===== src/rtl/fft_consts_pkg.sv =====
// Constants, sample type and index helpers shared by the FFT core and its RAM-side
// loader/unloader blocks.
package fft_consts;

  localparam int N_LOG2   = 10;
  localparam int DATA_W   = 16;
  localparam int MAX_LOG2 = 16;
  localparam int IDX_W    = 4;

  typedef struct packed {
    logic signed [DATA_W-1:0] r;
    logic signed [DATA_W-1:0] i;
  } complex_t;

  // Reverses the low `width` bits of x; bits at and above `width` come back as zero.
  function automatic logic [MAX_LOG2-1:0] bitrev(input logic [MAX_LOG2-1:0] x, input int width);
    logic [MAX_LOG2-1:0] r;
    r = {MAX_LOG2{1'b0}};
    for (int b = 0; b < MAX_LOG2; b++) begin
      if (b < width) begin
        r[IDX_W'(b)] = x[IDX_W'(width - 1 - b)];
      end else begin
        r[IDX_W'(b)] = 1'b0;
      end
    end
    return r;
  endfunction

endpackage


===== src/rtl/fft_out_streamer_sync_fifo.sv =====
// Small synchronous FIFO with registered occupancy and a head-of-queue view,
// shared by the FFT result unloader and input loader.
module sync_fifo #(
  parameter int WIDTH = 8,
  parameter int DEPTH = 3,
  localparam int OCC_W = $clog2(DEPTH + 1),
  localparam int PTR_W = (DEPTH > 1) ? $clog2(DEPTH) : 1
) (
  input  logic             clk,
  input  logic             rst_n,
  input  logic             i_push,
  input  logic [WIDTH-1:0] i_data,
  input  logic             i_pop,
  output logic [WIDTH-1:0] o_head,
  output logic [OCC_W-1:0] o_occ
);

  logic [WIDTH-1:0] r_mem [DEPTH];
  logic [PTR_W-1:0] r_wptr;
  logic [PTR_W-1:0] r_rptr;
  logic [OCC_W-1:0] r_occ;
  logic             w_pop;

  function automatic logic [PTR_W-1:0] ptr_inc(input logic [PTR_W-1:0] p);
    return (p == PTR_W'(DEPTH - 1)) ? {PTR_W{1'b0}} : p + PTR_W'(1);
  endfunction

  assign w_pop  = i_pop && (r_occ != {OCC_W{1'b0}});
  assign o_head = r_mem[r_rptr];
  assign o_occ  = r_occ;

  // Storage; cleared on reset so the head reads zero until the first push.
  always_ff @(posedge clk or negedge rst_n) begin
    if (!rst_n) begin
      for (int k = 0; k < DEPTH; k++) begin
        r_mem[k] <= {WIDTH{1'b0}};
      end
    end else if (i_push) begin
      r_mem[r_wptr] <= i_data;
    end
  end

  // Pointers and occupancy; simultaneous push and pop leave occupancy unchanged.
  always_ff @(posedge clk or negedge rst_n) begin
    if (!rst_n) begin
      r_wptr <= {PTR_W{1'b0}};
      r_rptr <= {PTR_W{1'b0}};
      r_occ  <= {OCC_W{1'b0}};
    end else begin
      r_wptr <= i_push ? ptr_inc(r_wptr) : r_wptr;
      r_rptr <= w_pop ? ptr_inc(r_rptr) : r_rptr;
      case ({i_push, w_pop})
        2'b10:   r_occ <= r_occ + OCC_W'(1);
        2'b01:   r_occ <= r_occ - OCC_W'(1);
        default: r_occ <= r_occ;
      endcase
    end
  end

  sync_fifo_chk #(.OCC_W(OCC_W), .DEPTH(DEPTH)) u_chk (
    .clk    (clk),
    .rst_n  (rst_n),
    .i_push (i_push),
    .i_occ  (r_occ)
  );

endmodule

// Overflow checker: the producer must never push into a full FIFO.
module sync_fifo_chk #(
  parameter int OCC_W = 2,
  parameter int DEPTH = 3
) (
  input logic             clk,
  input logic             rst_n,
  input logic             i_push,
  input logic [OCC_W-1:0] i_occ
);

  a_no_overflow: assert property (@(posedge clk) disable iff (!rst_n)
    !(i_push && (i_occ == OCC_W'(DEPTH))));

endmodule


===== src/rtl/fft_out_streamer.sv =====
// Unloads the FFT result RAM after the core finishes and streams the spectrum out
// in natural frequency order over valid/ready, absorbing RAM latency and backpressure.
module fft_out_streamer
  import fft_consts::complex_t;
  import fft_consts::bitrev;
  import fft_consts::MAX_LOG2;
#(
  parameter int N_LOG2     = fft_consts::N_LOG2,
  parameter int BITREV     = 1,
  parameter int FIFO_DEPTH = 3
) (
  input  logic              clk,
  input  logic              rst_n,
  input  logic              start,
  input  logic              bank_sel,
  output logic              rd_en,
  output logic              rd_bank,
  output logic [N_LOG2-1:0] rd_addr,
  input  complex_t          rd_data,
  output logic              m_valid,
  input  logic              m_ready,
  output complex_t          m_data,
  output logic [N_LOG2-1:0] m_index,
  output logic              m_last,
  output logic              busy,
  output logic              done
);

  localparam int CPLX_W  = $bits(complex_t);
  localparam int ENTRY_W = N_LOG2 + CPLX_W;
  localparam int OCC_W   = $clog2(FIFO_DEPTH + 1);
  localparam logic [N_LOG2-1:0] LAST_IDX = {N_LOG2{1'b1}};

  typedef enum logic [1:0] {
    ST_IDLE   = 2'd0,
    ST_STREAM = 2'd1,
    ST_DRAIN  = 2'd2
  } state_t;

  state_t               r_state;
  state_t               w_state_nxt;
  logic                 r_bank;
  logic                 r_inflight;
  logic                 r_done;
  logic [N_LOG2-1:0]    r_idx;
  logic [N_LOG2-1:0]    r_tag;
  logic                 w_issue;
  logic                 w_start_ok;
  logic                 w_pop;
  logic                 w_last_pop;
  logic [OCC_W-1:0]     w_occ;
  logic [OCC_W:0]       w_outstanding;
  logic [ENTRY_W-1:0]   w_head;
  logic [MAX_LOG2-1:0]  w_rev;
  logic                 w_unused_rev;

  // Occupancy plus the read still in the RAM pipe bounds issue, so the FIFO cannot overflow.
  assign w_outstanding = {1'b0, w_occ} + {{OCC_W{1'b0}}, r_inflight};
  assign w_pop         = m_valid && m_ready;
  assign w_last_pop    = w_pop && m_last;

  // Next-state and read-issue decode.
  always_comb begin
    w_state_nxt = r_state;
    w_issue     = 1'b0;
    w_start_ok  = 1'b0;
    case (r_state)
      ST_IDLE: begin
        if (start) begin
          w_start_ok  = 1'b1;
          w_state_nxt = ST_STREAM;
        end else begin
          w_state_nxt = ST_IDLE;
        end
      end
      ST_STREAM: begin
        if (w_outstanding < (OCC_W + 1)'(FIFO_DEPTH)) begin
          w_issue     = 1'b1;
          w_state_nxt = (r_idx == LAST_IDX) ? ST_DRAIN : ST_STREAM;
        end else begin
          w_state_nxt = ST_STREAM;
        end
      end
      ST_DRAIN: begin
        if (w_last_pop) begin
          w_state_nxt = ST_IDLE;
        end else begin
          w_state_nxt = ST_DRAIN;
        end
      end
      default: w_state_nxt = ST_IDLE;
    endcase
  end

  // Control registers; the issue counter holds at N-1 rather than wrapping mid-unload.
  always_ff @(posedge clk or negedge rst_n) begin
    if (!rst_n) begin
      r_state    <= ST_IDLE;
      r_bank     <= 1'b0;
      r_idx      <= {N_LOG2{1'b0}};
      r_tag      <= {N_LOG2{1'b0}};
      r_inflight <= 1'b0;
      r_done     <= 1'b0;
    end else begin
      r_state    <= w_state_nxt;
      r_inflight <= w_issue;
      r_done     <= (r_state == ST_DRAIN) && w_last_pop;
      if (w_start_ok) begin
        r_bank <= bank_sel;
        r_idx  <= {N_LOG2{1'b0}};
      end else if (w_issue) begin
        r_tag <= r_idx;
        r_idx <= (r_idx == LAST_IDX) ? r_idx : r_idx + N_LOG2'(1);
      end
    end
  end

  assign w_rev        = bitrev(MAX_LOG2'(r_idx), N_LOG2);
  assign w_unused_rev = ^w_rev;

  assign rd_en   = w_issue;
  assign rd_bank = r_bank;
  assign rd_addr = (BITREV != 0) ? w_rev[N_LOG2-1:0] : r_idx;

  sync_fifo #(.WIDTH(ENTRY_W), .DEPTH(FIFO_DEPTH)) u_fifo (
    .clk    (clk),
    .rst_n  (rst_n),
    .i_push (r_inflight),
    .i_data ({r_tag, rd_data}),
    .i_pop  (w_pop),
    .o_head (w_head),
    .o_occ  (w_occ)
  );

  assign m_valid = (w_occ != {OCC_W{1'b0}});
  assign m_index = w_head[ENTRY_W-1:CPLX_W];
  assign m_data  = complex_t'(w_head[CPLX_W-1:0]);
  assign m_last  = m_valid && (m_index == LAST_IDX);
  assign busy    = (r_state != ST_IDLE);
  assign done    = r_done;

endmodule


===== config.mk =====
export PLATFORM = sky130hd
export DESIGN_NAME = fft_out_streamer
export DESIGN_NICKNAME = d
export VERILOG_FILES = /design/src/rtl/fft_consts_pkg.sv /design/src/rtl/fft_out_streamer_sync_fifo.sv /design/src/rtl/fft_out_streamer.sv
export SDC_FILE = /design/constraint.sdc
export NUM_CORES = 1
export LEC_CHECK = 0
export CORE_MARGIN = 5
export CORE_UTILIZATION = 40
export DETAILED_ROUTE_END_ITERATION = 10
export SETUP_SLACK_MARGIN = 0.1
export SLEW_MARGIN = 20
export SYNTH_ARGS = -nofsm -noshare
export SYNTH_HDL_FRONTEND = slang
export SYNTH_SLANG_ARGS = --single-unit

===== constraint.sdc =====
create_clock -name clk -period 2.11 [get_ports clk]
set_input_delay 0.3165 -clock clk [delete_from_list [all_inputs] [get_ports clk]]
set_output_delay 0.3165 -clock clk [all_outputs]
set_load 0.005 [all_outputs]

==> results.toml, run 1 <==
[sta]
fin_crit_sh = 1.10
finalHoldViolations = 0
fmax_mhz = 432
skew_ns = 0.00769
setup_viol = 22
hold_slack_ns = 0.334
slew_headroom = 0.598
tightest_slew_ns = 0.602
slew_violations = 0
setup_tns_ns = -1.79
fin_ws_ns = -0.204
rsz0062_at_grt = "true"
min_period_ns = 2.31

[setup_path]
worstSetupEndpointType = "output port"
rr_worst_depth = 7
slowest_stage = "dfrtp_2"
ff2ff_setup_slack_ns = 0.19
criticalPathCategory = "reg2out"
rr_startpoint = "u_fifo.o_occ[0]"
crit_required_ns = 1.79
cp_cell_sequence = "buf_12 > buf_8 > mux2i_1 > o2bb2ai_1 > nand4_1 > nor3_4 > buf_2"
max_stage_delay_ns = 0.46
path_max_fanout = 5
cp.arrival_ns = 2.00
r2r_end = "r_tag[9]"
startpoint_type = "register"

[logic_synthesis]
synth_seq_area_share = 0.558
ys_warn_count = 0
synth_cell_types = 36
netlist_area_um2 = 7040
syn_avg_cell_area_um2 = 13.2
syn-instance-count = 534
synth_seq_cells = 157

[final_layout]
final_core_util = 0.555
syn_to_final_growth_pct = 36.5
design_area_um2 = 9610
drive_gt1_frac = 0.479
fillers = 1413
mostFrequentLayoutCell = "dfrtp_1"
seq_area_um2 = 3930
final_cell_mix = "155 x dfrtp_1, 138 x mux2_2, 44 x clkdlybuf4s50_1"
multi_input_area_um2 = 3110
antenna_cells = 0
nets = 715

[outcome]
violations = "setup timing"
status = "finished, violations left"

[flow_run]
cap_violations = 0

[routing]
drc = 0
antenna_left = 0
dr.first_iter.drc_count = 180
via_per_inst = 5.18
drt_wl_total_um = 17200
via_count = 4723
firstDrtPassIters = 4
drt-wirelength-per-cell_um = 18.9

[global_route]
grt_remaining_overflow = 0
use_met2 = 0.295
grt_pass1_vias = 5065
grtUsageTotal = 0.177
grtUsageMet1 = 0.228
grt_pass1_wl_um = 27700
antenna_found_initial = 0
met3_usage = 0.0388
grt_max_degree = 58
globalRoute.busiestLayer = "met2"

[floorplanning]
die_h_um = 143
io_pins = 95
start_util = 0.407
rows = 48
fp.coreArea_um2 = 17300
die_area_um2 = 20300
die_w_um = 143

[clock_tree]
cts_made_buffers = 17
clock_sinks = 157
clockRootBuffer = "clkbuf_16"
cts.path.max_buffers = 2
clkLatencyLatePin_ns = 0.42
clkTransAtPathRegs_ns = 0.06
cts-htree-levels = 4
cts_tree = "done"

[power_and_ir_drop]
irDropWorstVdd_v = 0.000681
powerDensity_nw_per_um2 = 1050
cellLeakagePower_uw = 0.00436

[place]
io_buffers = 90
placed_area_um2 = 8380
dpl.hpwl_um = 10700
gp_congestion = 0.772

[min_path]
hold_path_class = "in2async"
-- layout make-up --
type                            instances  share of cell area
Tap cell                              225              0.0293
Multi-Input combinational cell        331               0.323
Clock inverter                         14              0.0225
Sequential cell                       157               0.409
Inverter                                7             0.00274
Timing Repair Buffer                  160               0.167
Clock buffer                           18              0.0457
-- critical path: cells and delay by family (launching register included) --
kind | cells | cell delay [ns]
flops | 1 | 0.46
buf+inv | 3 | 0.44
simple gates | 2 | 0.36
compound gates | 1 | 0.19
mux | 1 | 0.12
-- state kept, by name (all words and copies together) (netlist names) --
signal and cells:
done 1, r_idx 10, r_inflight 1, r_state 2, r_tag 10, rd_bank 1
u_fifo.o_occ 2, u_fifo.r_mem 126, u_fifo.r_rptr 2, u_fifo.r_wptr 2
-- logic make-up after synthesis --
family                   synth area share
AO/OA/AOI/OAI                      0.0455
XOR/XNOR                           0.0137
adder cells (fa/ha/maj)           0.00711
buffers and inverters              0.0397
flip-flops                          0.558
multiplexers                        0.281
other                            0.000533
AND/OR/NAND/NOR                    0.0546
-- layer usage --
metal,wire [um],share of wire
met2,8520,0.49
met1,7710,0.45
met5,0,0
met3,688,0.040
met4,311,0.018
-- timing repair --
action,CTS,global route
setup buffers,32,8
hold endpoints to repair,25,0
pin swaps,22,13
resized for setup,268,38
hold buffers,1,0
gates cloned,2,1
endpoints found under the setup margin,48,62
-- cell usage after synthesis (all sizes together) --
cell type,number,share of area
nor4,2,0.0018
xor2,1,0.0012
nor2,13,0.0069
inv,7,0.0037
nor4b,2,0.0034
o311ai,1,0.0012
o21a,1,0.0011
nand4,3,0.0027
mux2i,42,0.060
conb,1,0.00053
nor3,8,0.0071
nor3b,1,0.0011
o2bb2ai,10,0.013
mux2,138,0.22
dfrtp,157,0.56
a21o,2,0.0021
or3,2,0.0018
o21ai,34,0.024
nand3,7,0.0050
buf,28,0.028
a311oi,1,0.0012
a31oi,1,0.00089
xnor2,10,0.012
a21oi,2,0.0014
nor2b,1,0.0020
ha,4,0.0071
and3,1,0.00089
clkbuf,14,0.0075
nand2,38,0.020
or2,2,0.0018
-- worst max path at each step --
stage                      from         end  slack [ns]  cells after the start
6_report       u_fifo.r_rptr[1]      m_last       -0.20                      7
4_1_cts        u_fifo.r_rptr[1]      m_last       -0.20                      7
2_1_floorplan   u_fifo.o_occ[0]    r_idx[5]        0.15                      8
3_5_place_dp   u_fifo.r_rptr[0]  m_data[16]       -0.18                      5
5_1_grt        u_fifo.r_rptr[1]      m_last       -0.30                      7
3_3_place_gp   u_fifo.r_rptr[0]  m_data[16]       -0.12                      5
-- report_power, final --
| part | internal [uW] | total [uW] | switching, uW |
|---|---|---|---|
| logic | 1800 | 3220 | 1420 |
| clock network | 2130 | 3350 | 1220 |
| registers | 3260 | 3490 | 232 |
| total | 7190 | 10100 | 2880 |
-- through the flow --
stage          setup WS, ns  cells  power, uW
2_1_floorplan         0.155    537       4700
3_3_place_gp         -0.120    846       5900
3_5_place_dp         -0.179    846       5960
4_1_cts              -0.203    907       9990
5_1_grt              -0.299    912      10500
6_report             -0.204    912      10100
Note: power is estimated with default switching activity, not from simulation.
==> run 2, diff against run 1 <==
- SLEW_MARGIN: 20 -> unset
==> results of run 2 <==
The final DEF is identical to that of run 1; final timing and power are the same.
